$ cat src/rtl/sdram_read_sched.sv
// sdram_read_sched: walks an SDRAM address range and issues burst reads
// into a read FIFO. A request goes out only when the FIFO has room for a
// whole burst. The returned beats are registered into the FIFO write port.
// Optional build macro SDRAM_READ_SCHED_WRAP_EN: when the range is
// exhausted, reload the base address and keep looping until stop.
module sdram_read_sched #(
    parameter int ADDR_W     = 24,
    parameter int BURST_LEN  = 8,
    parameter int FIFO_DEPTH = 64
) (
    input  logic              clock,
    input  logic              aclr_n,
    input  logic              start,
    input  logic              stop,
    input  logic [ADDR_W-1:0] base_addr,
    input  logic [ADDR_W-1:0] end_addr,
    output logic              rd_req,
    output logic [ADDR_W-1:0] rd_addr,
    input  logic              rd_ack,
    input  logic              rd_valid,
    input  logic [15:0]       rd_data,
    output logic              fifo_wrreq,
    output logic [15:0]       fifo_data,
    input  logic [5:0]        fifo_usedw,
    input  logic              fifo_full,
    output logic              busy,
    output logic              done,
    output logic              overrun
);

    localparam int                BW        = $clog2(BURST_LEN + 1);
    localparam logic [BW-1:0]     LAST_BEAT = BW'(BURST_LEN - 1);
    localparam logic [6:0]        BURST7    = 7'(BURST_LEN);
    localparam logic [6:0]        DEPTH7    = 7'(FIFO_DEPTH);
    localparam logic [ADDR_W-1:0] BURST_A   = ADDR_W'(BURST_LEN);

    typedef enum logic [2:0] {
        S_IDLE,
        S_CHECK,
        S_REQ,
        S_DATA,
        S_DRAIN,
        S_FLUSH
    } state_t;

    state_t            state_q, state_d;
    logic [ADDR_W-1:0] addr_q,  addr_d;
    logic [ADDR_W-1:0] end_q,   end_d;
    logic [BW-1:0]     beat_q,  beat_d;
    logic              stop_q,  stop_d;
    logic              wr_q,    wr_d;
    logic [15:0]       data_q,  data_d;
    logic              done_q,  done_d;
    logic              ovr_q,   ovr_d;
`ifdef SDRAM_READ_SCHED_WRAP_EN
    logic [ADDR_W-1:0] base_q,  base_d;
`endif

    // Room check: FIFO must be able to absorb a full burst on top of its
    // current fill level.
    logic [6:0] fill_sum;
    logic       last_beat;
    assign fill_sum  = {1'b0, fifo_usedw} + BURST7;
    assign last_beat = (beat_q == LAST_BEAT);

    // Next-state and datapath decode for the scheduler FSM.
    always_comb begin
        state_d = state_q;
        addr_d  = addr_q;
        end_d   = end_q;
        beat_d  = beat_q;
        stop_d  = stop_q;
        wr_d    = 1'b0;
        data_d  = data_q;
        done_d  = 1'b0;
        ovr_d   = ovr_q;
`ifdef SDRAM_READ_SCHED_WRAP_EN
        base_d  = base_q;
`endif
        case (state_q)
            S_IDLE: begin
                stop_d = 1'b0;
                // stop beats start when both arrive together
                if (start && !stop) begin
`ifdef SDRAM_READ_SCHED_WRAP_EN
                    base_d = base_addr;
`endif
                    end_d  = end_addr;
                    addr_d = base_addr;
                    beat_d = '0;
                    ovr_d  = 1'b0;
                    // An empty or inverted range finishes without a request.
                    if (end_addr > base_addr) begin
                        state_d = S_CHECK;
                    end else begin
                        done_d = 1'b1;
                    end
                end
            end
            S_CHECK: begin
                if (stop) begin
                    state_d = S_IDLE;
                end else if (fill_sum <= DEPTH7) begin
                    state_d = S_REQ;
                end
            end
            S_REQ: begin
                // A stop here is remembered; the controller must still see
                // the request through to its acknowledge.
                if (stop) begin
                    stop_d = 1'b1;
                end
                if (rd_ack) begin
                    beat_d  = '0;
                    stop_d  = 1'b0;
                    state_d = (stop || stop_q) ? S_FLUSH : S_DATA;
                end
            end
            S_DATA: begin
                if (rd_valid) begin
                    if (fifo_full) begin
                        ovr_d = 1'b1;
                    end else begin
                        wr_d   = 1'b1;
                        data_d = rd_data;
                    end
                    if (last_beat) begin
                        beat_d  = '0;
                        addr_d  = addr_q + BURST_A;
                        state_d = stop ? S_IDLE : S_DRAIN;
                    end else begin
                        beat_d = beat_q + BW'(1);
                    end
                end
                // The beat arriving with stop is still written; the rest of
                // the burst is discarded in FLUSH.
                if (stop && !(rd_valid && last_beat)) begin
                    state_d = S_FLUSH;
                end
            end
            S_DRAIN: begin
                // One idle cycle lets fifo_usedw catch up with the last write.
                if (stop) begin
                    state_d = S_IDLE;
                end else if (addr_q < end_q) begin
                    state_d = S_CHECK;
                end else begin
                    done_d = 1'b1;
`ifdef SDRAM_READ_SCHED_WRAP_EN
                    addr_d  = base_q;
                    state_d = S_CHECK;
`else
                    state_d = S_IDLE;
`endif
                end
            end
            S_FLUSH: begin
                if (rd_valid) begin
                    if (last_beat) begin
                        beat_d  = '0;
                        state_d = S_IDLE;
                    end else begin
                        beat_d = beat_q + BW'(1);
                    end
                end
            end
            default: begin
                state_d = S_IDLE;
            end
        endcase
    end

    // State and datapath registers; reset abandons any burst at once.
    always_ff @(posedge clock or negedge aclr_n) begin
        if (!aclr_n) begin
            state_q <= S_IDLE;
            addr_q  <= '0;
            end_q   <= '0;
            beat_q  <= '0;
            stop_q  <= 1'b0;
            wr_q    <= 1'b0;
            data_q  <= '0;
            done_q  <= 1'b0;
            ovr_q   <= 1'b0;
        end else begin
            state_q <= state_d;
            addr_q  <= addr_d;
            end_q   <= end_d;
            beat_q  <= beat_d;
            stop_q  <= stop_d;
            wr_q    <= wr_d;
            data_q  <= data_d;
            done_q  <= done_d;
            ovr_q   <= ovr_d;
        end
    end

`ifdef SDRAM_READ_SCHED_WRAP_EN
    // Latched base address used to restart the loop.
    always_ff @(posedge clock or negedge aclr_n) begin
        if (!aclr_n) begin
            base_q <= '0;
        end else begin
            base_q <= base_d;
        end
    end
`endif

    assign rd_req     = (state_q == S_REQ);
    assign rd_addr    = addr_q;
    assign fifo_wrreq = wr_q;
    assign fifo_data  = data_q;
    assign busy       = (state_q != S_IDLE);
    assign done       = done_q;
    assign overrun    = ovr_q;

endmodule
$ cat config.mk
export PLATFORM = sky130hd
export DESIGN_NAME = sdram_read_sched
export DESIGN_NICKNAME = d
export VERILOG_FILES = /design/src/rtl/sdram_read_sched.sv
export SDC_FILE = /design/constraint.sdc
export NUM_CORES = 1
export LEC_CHECK = 0
export CAP_MARGIN = 20
export CELL_PAD_IN_SITES_DETAIL_PLACEMENT = 0
export CELL_PAD_IN_SITES_GLOBAL_PLACEMENT = 2
export CORE_MARGIN = 5
export CORE_UTILIZATION = 30
export CTS_BUF_LIST = sky130_fd_sc_hd__clkbuf_4 sky130_fd_sc_hd__clkbuf_8 sky130_fd_sc_hd__clkbuf_16
export DETAILED_ROUTE_END_ITERATION = 6
export GPL_ROUTABILITY_DRIVEN = 0
export GPL_TIMING_DRIVEN = 0
export PLACE_DENSITY_LB_ADDON = 0.25
export SETUP_SLACK_MARGIN = 0.4
export SYNTH_ARGS = -nofsm -noshare
export SYNTH_HDL_FRONTEND = slang
export SYNTH_SLANG_ARGS = --single-unit
$ cat constraint.sdc
create_clock -name clock -period 2.68 [get_ports clock]
set_clock_uncertainty 0.1 [all_clocks]
set_input_delay 0.402 -clock clock [delete_from_list [all_inputs] [get_ports clock]]
set_output_delay 0.402 -clock clock [all_outputs]
set_load 0.005 [all_outputs]
After elaboration in Yosys (flattened, before gate mapping)
Index checks and enable logic that the tools add are counted.

storage, ports and cells
  bits in registers = 75

operators by class
  reduce and logical (&&, ||, !) cells = 19
  eq/ne operators = 19
  $add $sub $neg = 3
  bitwise logic cells = 1
  $lt $le $gt $ge = 3
  mux-type cells = 39

operators by type and width
  operator                 number
  $mux W24                 3
  $pmux W24 S2             1
  $mux W3                  12
  $add A24 B4 Y24 const B  1
  $gt A24 B24 Y1           1
  $lt A24 B24 Y1           1
  $pmux W3 S6              1
  $mux W4                  4
  $mux W1                  14
  $ne A2 B2 Y1 const B     7
  $pmux W4 S3              1
  $reduce_and A4 Y1        3
  $ne A3 B3 Y1 const B     3
  $reduce_and A8 Y1        1
  $add A6 B4 Y7 const B    1
  $le A7 B7 Y1 const B     1
  $eq A3 B2 Y1 const B     2
  $eq A3 B3 Y1 const B     2
  $pmux W1 S2              3
  $reduce_bool A3 Y1       2
  $add A4 B1 Y4 const B    1
  $eq A4 B3 Y1 const B     1
  $ne A2 B1 Y1 const B     2
  $reduce_and A2 Y1        2
  10 further kinds         14

Longest topological paths before layout
Gate-level depths: netlist of run 1.

  word-level depth = 6
  depth in mapped cells = 8

Worst setup path before layout of run 1
OpenSTA, ideal clock, no wires.

  path type = input-to-reg
  start point = input base_addr[23]
  end point = register state_q[0]
  path slack = 0.626 ns
  library setup time = 0.123 ns
  stages on the path = 8
  arrival = 1.832 ns
  buffers on the path = 0
  required time = 2.457 ns
  cells stage by stage = inv_1 > ha_1 > nand4_1 > nor4_1 > nand4_1 > nor3_1 > a31oi_1 > o221a_2

on the way
  cells in the longest elaborated chain, start to end = 3

ends and longest elaborated chain
  element                      RTL line  source
  from (decl)                  15        input logic [ADDR_W-1:0] base_addr,
  $gt A24 B24 Y1               93        if (end_addr > base_addr) begin
  $ne A2 B2 Y1 (no line)       -
  $reduce_and A8 Y1 (no line)  -
  to (signal assigned)         186       state_q <= state_d;
  to (decl)                    46        state_t state_q, state_d;

No other way between the ends.
A chain may end at the register's enable or synchronous reset.

Final worst setup path of run 1
  start point = input stop
  end point = register state_q[0]

on the way
  cells in the longest elaborated chain, start to end = 4
  elaborated cells on any way between the ends = 12

ends and longest elaborated chain
  element                      RTL line  source
  from (decl)                  14        input logic stop,
  $logic_not A1 Y1             84        if (start && !stop) begin
  $logic_and A1 B1 Y1          84
  $ne A2 B2 Y1 (no line)       -
  $reduce_and A8 Y1 (no line)  -

Several ways; a longest one is shown, not always the timed one.

==> key figures, run 1 <==
Global routing
  • Total gr overflow: 0
  • First-pass GRT wire length: 23.7 mm
  • Initial antenna violation count: 0
  • Total GRT Usage: 16.7%
  • Largest net degree at the start of global routing: 45
  • Vias in the first global route: 4384

STA
  • Hold Violations, Final: 0
  • F_max: 448 MHz
  • Fin worst setup slack: 449 ps
  • Slew headroom: 58.7%
  • Clock period minus worst slack: 2230 ps
  • Final setup vio count: 0
  • Max-slew violations: 0
  • RSZ-0062 raised after global routing: true
  • Period utilization: 83.3%
  • Worst-Margin Slew: 619 ps
  • Final hold slack: 227 ps

Routing
  • Vias per cell: 4.94
  • Residual DRC: 0
  • DRT Wirelength: 14.9 mm
  • Initial DRT Pass Iterations: 4
  • Initial DRC Count: 217
  • WL per Instance: 17.1 um
  • Final antenna-violating net count: 0
  • Vias: 4286

Worst setup path
  • Reg2Reg Depth: 6
  • Worst-path maximum fanout: 8
  • Critical path endpoint category: flip-flop
  • Critical path's slowest cell: clkdlybuf4s50_1
  • Worst reg2reg path startpoint: rd_addr[17]$_DFFE_PN0P_
  • Buf/Inv on CP: 1
  • CP Launch Type: input pin
  • CP delay by family, top: compound AO/OA/AOI/OAI gates
  • CP peak stage delay: 580 ps
  • Critical Path RT: 2800 ps
  • CP Launch Point: stop
  • Worst path depth: 5
  • Worst path arrival time: 2350 ps
  • Worst-path cell chain: clkdlybuf4s50_1 > o311ai_2 > o221ai_1 > or2_0 > o221a_2
  • Worst Setup Path Type: input pin to flip-flop

Status
  • Status: complete, no violations

Synth
  • FFs w/ async S/R, synth: 100%
  • Complex-gate fraction of the synthesized area: 16.6%
  • Synthesized net count: 629
  • Post-synth top area cell: dfrtp_1
  • Largest family of logic cells by synthesized area: compound AO/OA/AOI/OAI gates
  • Top-area cell type share of the netlist area: 39.5%
  • Warnings from Yosys: 0
  • Gate Count Post-Synth: 502
  • Xor/xnor share of the synthesized area: 0.184%
  • Synthesized-area fraction occupied by adder cells: 13.2%
  • Area of the mapped netlist: 4750 um2
  • Simple-gate share of the synthesized area: 14.6%
  • Proportion of synthesized area in mux cells: 9.70%
  • Syn Area/Cell: 9.46 um2
  • EDFF count, synth: 0
  • Synth area leaders: dfrtp_1, ha_1, mux2_2, a21oi_1, inv_1
  • Sequential cell area fraction in the yosys report: 39.5%
  • Synthesized flop and latch total: 75
  • Number of distinct library cells after synthesis: 57
  • Dominant synthesized flop cell: dfrtp_1

Finish
  • Layout cells sized above 1: 20.6%
  • Filler-free cell count of the finished design: 868
  • ANT cells: 0
  • Final #Nets: 774
  • Final instance area: 6900 um2
  • Area Overhead vs Synth: 45.3%
  • Fillcell total: 1558

Floorplanning
  • Core ar.: 15700 um2
  • # IOs: 122
  • Die Y: 136 um
  • Row count: 46
  • Initial Utilization: 30.2%
  • Die area: 18400 um2
  • Die width: 136 um

Placed design
  • Port-buffer cells: 121
  • Placed instance count: 840
  • Placement Cell Area: 6250 um2
  • DPL Wire Length: 11.5 mm
  • Pre-CTS setup slack: -670 ps

Power and ir drop
  • Internal power: 0.00425 W
  • Worst vdd ir: 399 uV
  • Sw Pwr: 0.00240 W
  • PwrDens: 963 nW/um2
  • Comb pwr share: 46.2%
  • Sw Share: 36.0%
  • Sequential power share: 31.6%
  • Leak: 3.10 nW
  • Clock share of power: 22.3%

Clocking
  • CTS max path bufs: 2
  • Clock root buffer: clkbuf_16
  • Latest clock arrival within the worst-skew pair: 340 ps
  • CTS tree: built
  • Clock sinks: 75
  • CTS H-tree depth: 3
  • CTS buffer count: 9
  • Reg clk slew, reported paths: 60 ps

Hold path
  • Min-delay src: end_addr[17]
  • Worst hold path class: input pin to flip-flop
  • WHS Path Cells: 2

Run
  • Max Cap Violations: 0
## logic make-up after synthesis
logic type | Yosys count
AO/OA/AOI/OAI | 126
AND/OR/NAND/NOR | 140
buffers and inverters | 69
adder cells (fa/ha/maj) | 50
flip-flops | 75
multiplexers | 41
XOR/XNOR | 1
## placed cells by master, fill, tap and decap left out, types with 6 or more instances in the layout
cell type,n
a21oi_1,47
and3_1,8
buf_4,16
clkbuf_16,9
clkbuf_2,10
clkdlybuf4s50_1,94
dfrtp_1,71
dlygate4sd2_1,10
dlymetal6s2s_1,6
ha_1,42
ha_4,8
inv_1,46
mux2_2,40
nand2_1,43
nand3_1,19
nand4_1,11
nor2_1,24
nor3_1,7
o21ai_0,28
## timing repair
item                                    in CTS  in global routing
pin swaps                                   14                 14
hold buffers                                 1                  0
endpoints found under the hold margin       31                  0
endpoints found under the setup margin      15                 13
buffers inserted                             4                  7
gates resized for setup                     48                 41
gates cloned                                 0                  0
## power by group through the flow
stage / Combinational [W] / Sequential, W / Clock (W)
finish: 0.00307 / 0.00210 / 0.00148
global route: 0.00347 / 0.00218 / 0.00156
CTS: 0.00304 / 0.00209 / 0.00151
detailed placement: 0.00295 / 0.00211 / 0
global placement: 0.00292 / 0.00208 / 0
floorplan: 0.00169 / 0.00200 / 0
## synthesized netlist by cell type (5+ instances only)
cell type and instances:
nand3_1 20, mux2_2 40, nand4_1 11, ha_1 50, o21ai_0 28, and3_1 8
clkbuf_1 5, o22ai_1 6, nor3_1 8, buf_2 8, nand2b_1 5, a21oi_1 48
nand2_1 45, inv_1 50, nor2_1 25, dfrtp_1 75
## per-layer routing
metal / share of wire, % / GRT usage [%] / up-vias
met4: 2.0 / 5.32 / 0
met1: 45 / 21.9 / 2043
met2: 46 / 26.4 / 126
met5: 0 / 0 / -
li1: - / - / 2097
met3: 7.8 / 4.96 / 20
## path summary, 6_finish.rpt
| path | to | slack (ps) |
|---|---|---|
| worst min-delay path | end_q[17]$_DFFE_PN0P_ | 230 |
| worst max register to register | state_q[0]$_DFFE_PN0P_ | 480 |
| worst min register to register | beat_q[3]$_DFFE_PN0P_ | 380 |
| worst max-delay path | state_q[0]$_DFFE_PN0P_ | 450 |
| max in group asynchronous | rd_addr[16]$_DFFE_PN0P_ | 1420 |
| min in group asynchronous | end_q[4]$_DFFE_PN0P_ | 460 |
## area by class of cell
| type | instances | area, um2 | share of cell area (%) |
|---|---|---|---|
| Buffer | 19 | 121 | 1.76 |
| Clock buffer | 12 | 267 | 3.86 |
| Clock inverter | 4 | 95.1 | 1.38 |
| Inverter | 50 | 188 | 2.72 |
| Multi-Input combinational cell | 358 | 2780 | 40.3 |
| Sequential cell | 75 | 1880 | 27.3 |
| Tap cell | 216 | 270 | 3.92 |
| Timing Repair Buffer | 134 | 1290 | 18.8 |
## metrics by stage
stage | total power, W | setup TNS (ps) | utilization [%]
floorplan | 0.00369 | 0 | -
global placement | 0.00500 | -146500 | 39.6
detailed placement | 0.00506 | -1340 | 39.8
CTS | 0.00665 | 0 | 43.2
global route | 0.00721 | 0 | 43.9
finish | 0.00665 | 0 | 43.9
## registers in the layout, indices dropped and copies added, names as in the netlist
signal,count
fifo_data,16
end_q,24
overrun,1
rd_addr,24
fifo_wrreq,1
beat_q,4
state_q,3
stop_q,1
done,1
Power figures use the tool's default switching activity.
==> run 2, diff against run 1 <==
clock period = 2.2 ns   (was 2.68 ns; I/O delays follow)
==> key figures, run 2 (synthesis gave the netlist of run 1 again) <==
Placed design
  • Pre-CTS setup slack: -1040 ps (was -670 ps)
  • DPL Wire Length: 11.5 mm (about the same)
  • Port-buffer cells: 121 (unchanged)

Worst setup path
  • Critical path endpoint category: flip-flop (unchanged)
  • Worst R2R Setup Slack: 50 ps (was 480 ps)
  • CP Launch Point: rd_addr[19]$_DFFE_PN0P_ (was stop)
  • CP Launch Type: flip-flop (was input pin)
  • Worst reg2reg path startpoint: rd_addr[19]$_DFFE_PN0P_ (was rd_addr[17]$_DFFE_PN0P_)
  • Worst r2r dst: state_q[0]$_DFFE_PN0P_ (unchanged)
  • Critical Path RT: 2320 ps (was 2800 ps)
  • Reg2Reg Depth: 6 (unchanged)
  • Worst Setup Path Type: flip-flop to flip-flop (was input pin to flip-flop)
  • Worst path arrival time: 2270 ps (was 2350 ps)
  • Worst-path maximum fanout: 3 (was 8)

Finish
  • Area of the multi-input gates: 3310 um2 (was 2780 um2)
  • Final #Nets: 828 (was 774)
  • Area Overhead vs Synth: 71.4% (was 45.3%)
  • Layout cells sized above 1: 40.1% (was 20.6%)
  • FF/Latch Area: 1900 um2 (was 1880 um2)
  • ANT cells: 0 (unchanged)
  • Most common cell after layout, fill and taps aside: clkdlybuf4s50_1 (unchanged)
  • Fillcell total: 1424 (was 1558)
  • Highest-count cells in the layout ignoring fill and taps: clkdlybuf4s50_1, dfrtp_1, buf_4, inv_1, nand2_1 (was clkdlybuf4s50_1, dfrtp_1, a21oi_1, inv_1, nand2_1)

Floorplanning
  • # IOs: 122 (unchanged)
  • Core ar.: 15700 um2 (unchanged)
  • Die Y: 136 um (unchanged)
  • Row count: 46 (unchanged)
  • Die width: 136 um (unchanged)
  • Initial Utilization: 30.2% (unchanged)
  • Die area: 18400 um2 (unchanged)

Routing
  • DRT Wirelength: 16.7 mm (was 14.9 mm)
  • Initial DRT Pass Iterations: 5 (was 4)
  • Initial DRC Count: 235 (was 217)
  • Residual DRC: 0 (unchanged)
  • Final antenna-violating net count: 0 (unchanged)
  • Vias: 4563 (was 4286)
  • Vias per cell: 4.95 (was 4.94)
  • WL per Instance: 18.1 um (was 17.1 um)

Clocking
  • Clock sinks: 75 (unchanged)
  • CTS max path bufs: 2 (unchanged)
  • CTS buffer count: 9 (unchanged)
  • CTS tree: built (unchanged)
  • CTS H-tree depth: 3 (unchanged)
  • Reg clk slew, reported paths: 60 ps (about the same)
  • Clock root buffer: clkbuf_16 (unchanged)
  • Latest clock arrival within the worst-skew pair: 340 ps (about the same)

Run
  • Max Cap Violations: 0 (unchanged)

Global routing
  • Total gr overflow: 0 (unchanged)
  • GR Util met1: 23.5% (was 21.9%)
  • Vias in the first global route: 4638 (was 4384)
  • GRT Max-Usage Layer: met2 (unchanged)
  • GR Util met2: 29.6% (was 26.4%)
  • First-pass GRT wire length: 25.2 mm (was 23.7 mm)
  • Met3 usage: 3.15% (was 4.96%)
  • Largest net degree at the start of global routing: 52 (was 45)
  • Initial antenna violation count: 0 (unchanged)
  • Total GRT Usage: 17.8% (was 16.7%)

Hold path
  • Worst hold path class: input pin to flip-flop (unchanged)
  • Worst hold endpoint: end_q[20]$_DFFE_PN0P_ (was end_q[17]$_DFFE_PN0P_)
  • Min-delay src: end_addr[20] (was end_addr[17])
  • WHS Path Cells: 2 (unchanged)

STA
  • Worst-Margin Slew: 590 ps (was 619 ps)
  • F_max: 466 MHz
  • RSZ-0062 raised after global routing: true (unchanged)
  • Clock period minus worst slack: 2150 ps
  • Final setup vio count: 0 (unchanged)
  • Hold Violations, Final: 0 (unchanged)
  • Period utilization: 97.5%
  • Max-slew violations: 0 (unchanged)
  • Fin worst setup slack: 54.0 ps (was 449 ps)
  • Slew headroom: 60.3% (was 58.7%)

Power and ir drop
  • Total power draw: 0.00948 W (was 0.00665 W)
  • Leak: 3.68 nW (was 3.10 nW)
  • Worst vdd ir: 643 uV (was 399 uV)
  • PwrDens: 1160 nW/um2 (was 963 nW/um2)

Status
  • Status: complete, no violations (unchanged)
[run 2: cell types whose count changed in the layout (fill, tap and decap cells not counted), sizes merged, moves of 2 or more]
cell           delta
buf              +71
bufinv            -2
clkbuf           -11
clkdlybuf4s50    -13
dlymetal6s2s      +3
inv               +3
[run 2: through the flow]
stage	utilization (%)	cell area (um2)	hold slack [ps]	setup TNS (ps)	cells
after floorplan	-	4800	-65.6	0	502
after global placement	40.0	6280	362	-171370	839
after detailed placement	40.1	6310	166	-3960	840
after CTS	47.9	7520	143	0	899
after global routing	51.8	8140	134	-0.313	922
final	51.8	8140	139	0	922
[run 2: what timing repair did]
item	CTS	global route
gates resized for setup	196	145
buffers inserted	35	23
hold buffers	1	0
setup endpoints to repair	80	81
endpoints found under the hold margin	24	0
gates cloned	7	0
pin swaps	47	32
[run 2: worst max path at each step]
stage,endpoint,cells past startpoint,slack [ps]
floorplan,rd_addr[3]$_DFFE_PN0P_,7,310
global placement,end_q[5]$_DFFE_PN0P_,1,-2250
detailed placement,state_q[0]$_DFFE_PN0P_,9,-1040
CTS,state_q[0]$_DFFE_PN0P_,7,70
global route,state_q[0]$_DFFE_PN0P_,6,-0.3
finish,state_q[0]$_DFFE_PN0P_,6,50
[run 2: critical path, cell delays in order (launching register included)]
cell      delay, ps
dfrtp_2         440
ha_4            280
nand4_1         170
nor4_4          420
o211ai_1        190
and3_1          210
o221a_2         230
[run 2: cell type report]
type,count,area share [%]
multi-input combinational,358,40.7
timing repair buffer,188,23.8
sequential,75,23.3
tap,216,3.32
clock buffer,9,2.77
buffer,19,2.72
inverter,50,2.37
clock inverter,7,1.03
[run 2: where the power goes]
| part | leakage [nW] | internal [W] | switching (W) |
|---|---|---|---|
| combinational | 2.63 | 0.00305 | 0.00229 |
| clock | 0.149 | 0.000899 | 0.000645 |
| sequential | 0.897 | 0.00202 | 0.000576 |
| total | 3.68 | 0.00597 | 0.00351 |
[run 2: layer usage]
layer  vias to the layer above  wire length (um)  share of wire (%)
li1                       2212                 -                  -
met2                       115              8140                 49
met3                        20               806                4.8
met4                         0               294                1.8
met1                      2216              7450                 45
met5                         -                 0                  0
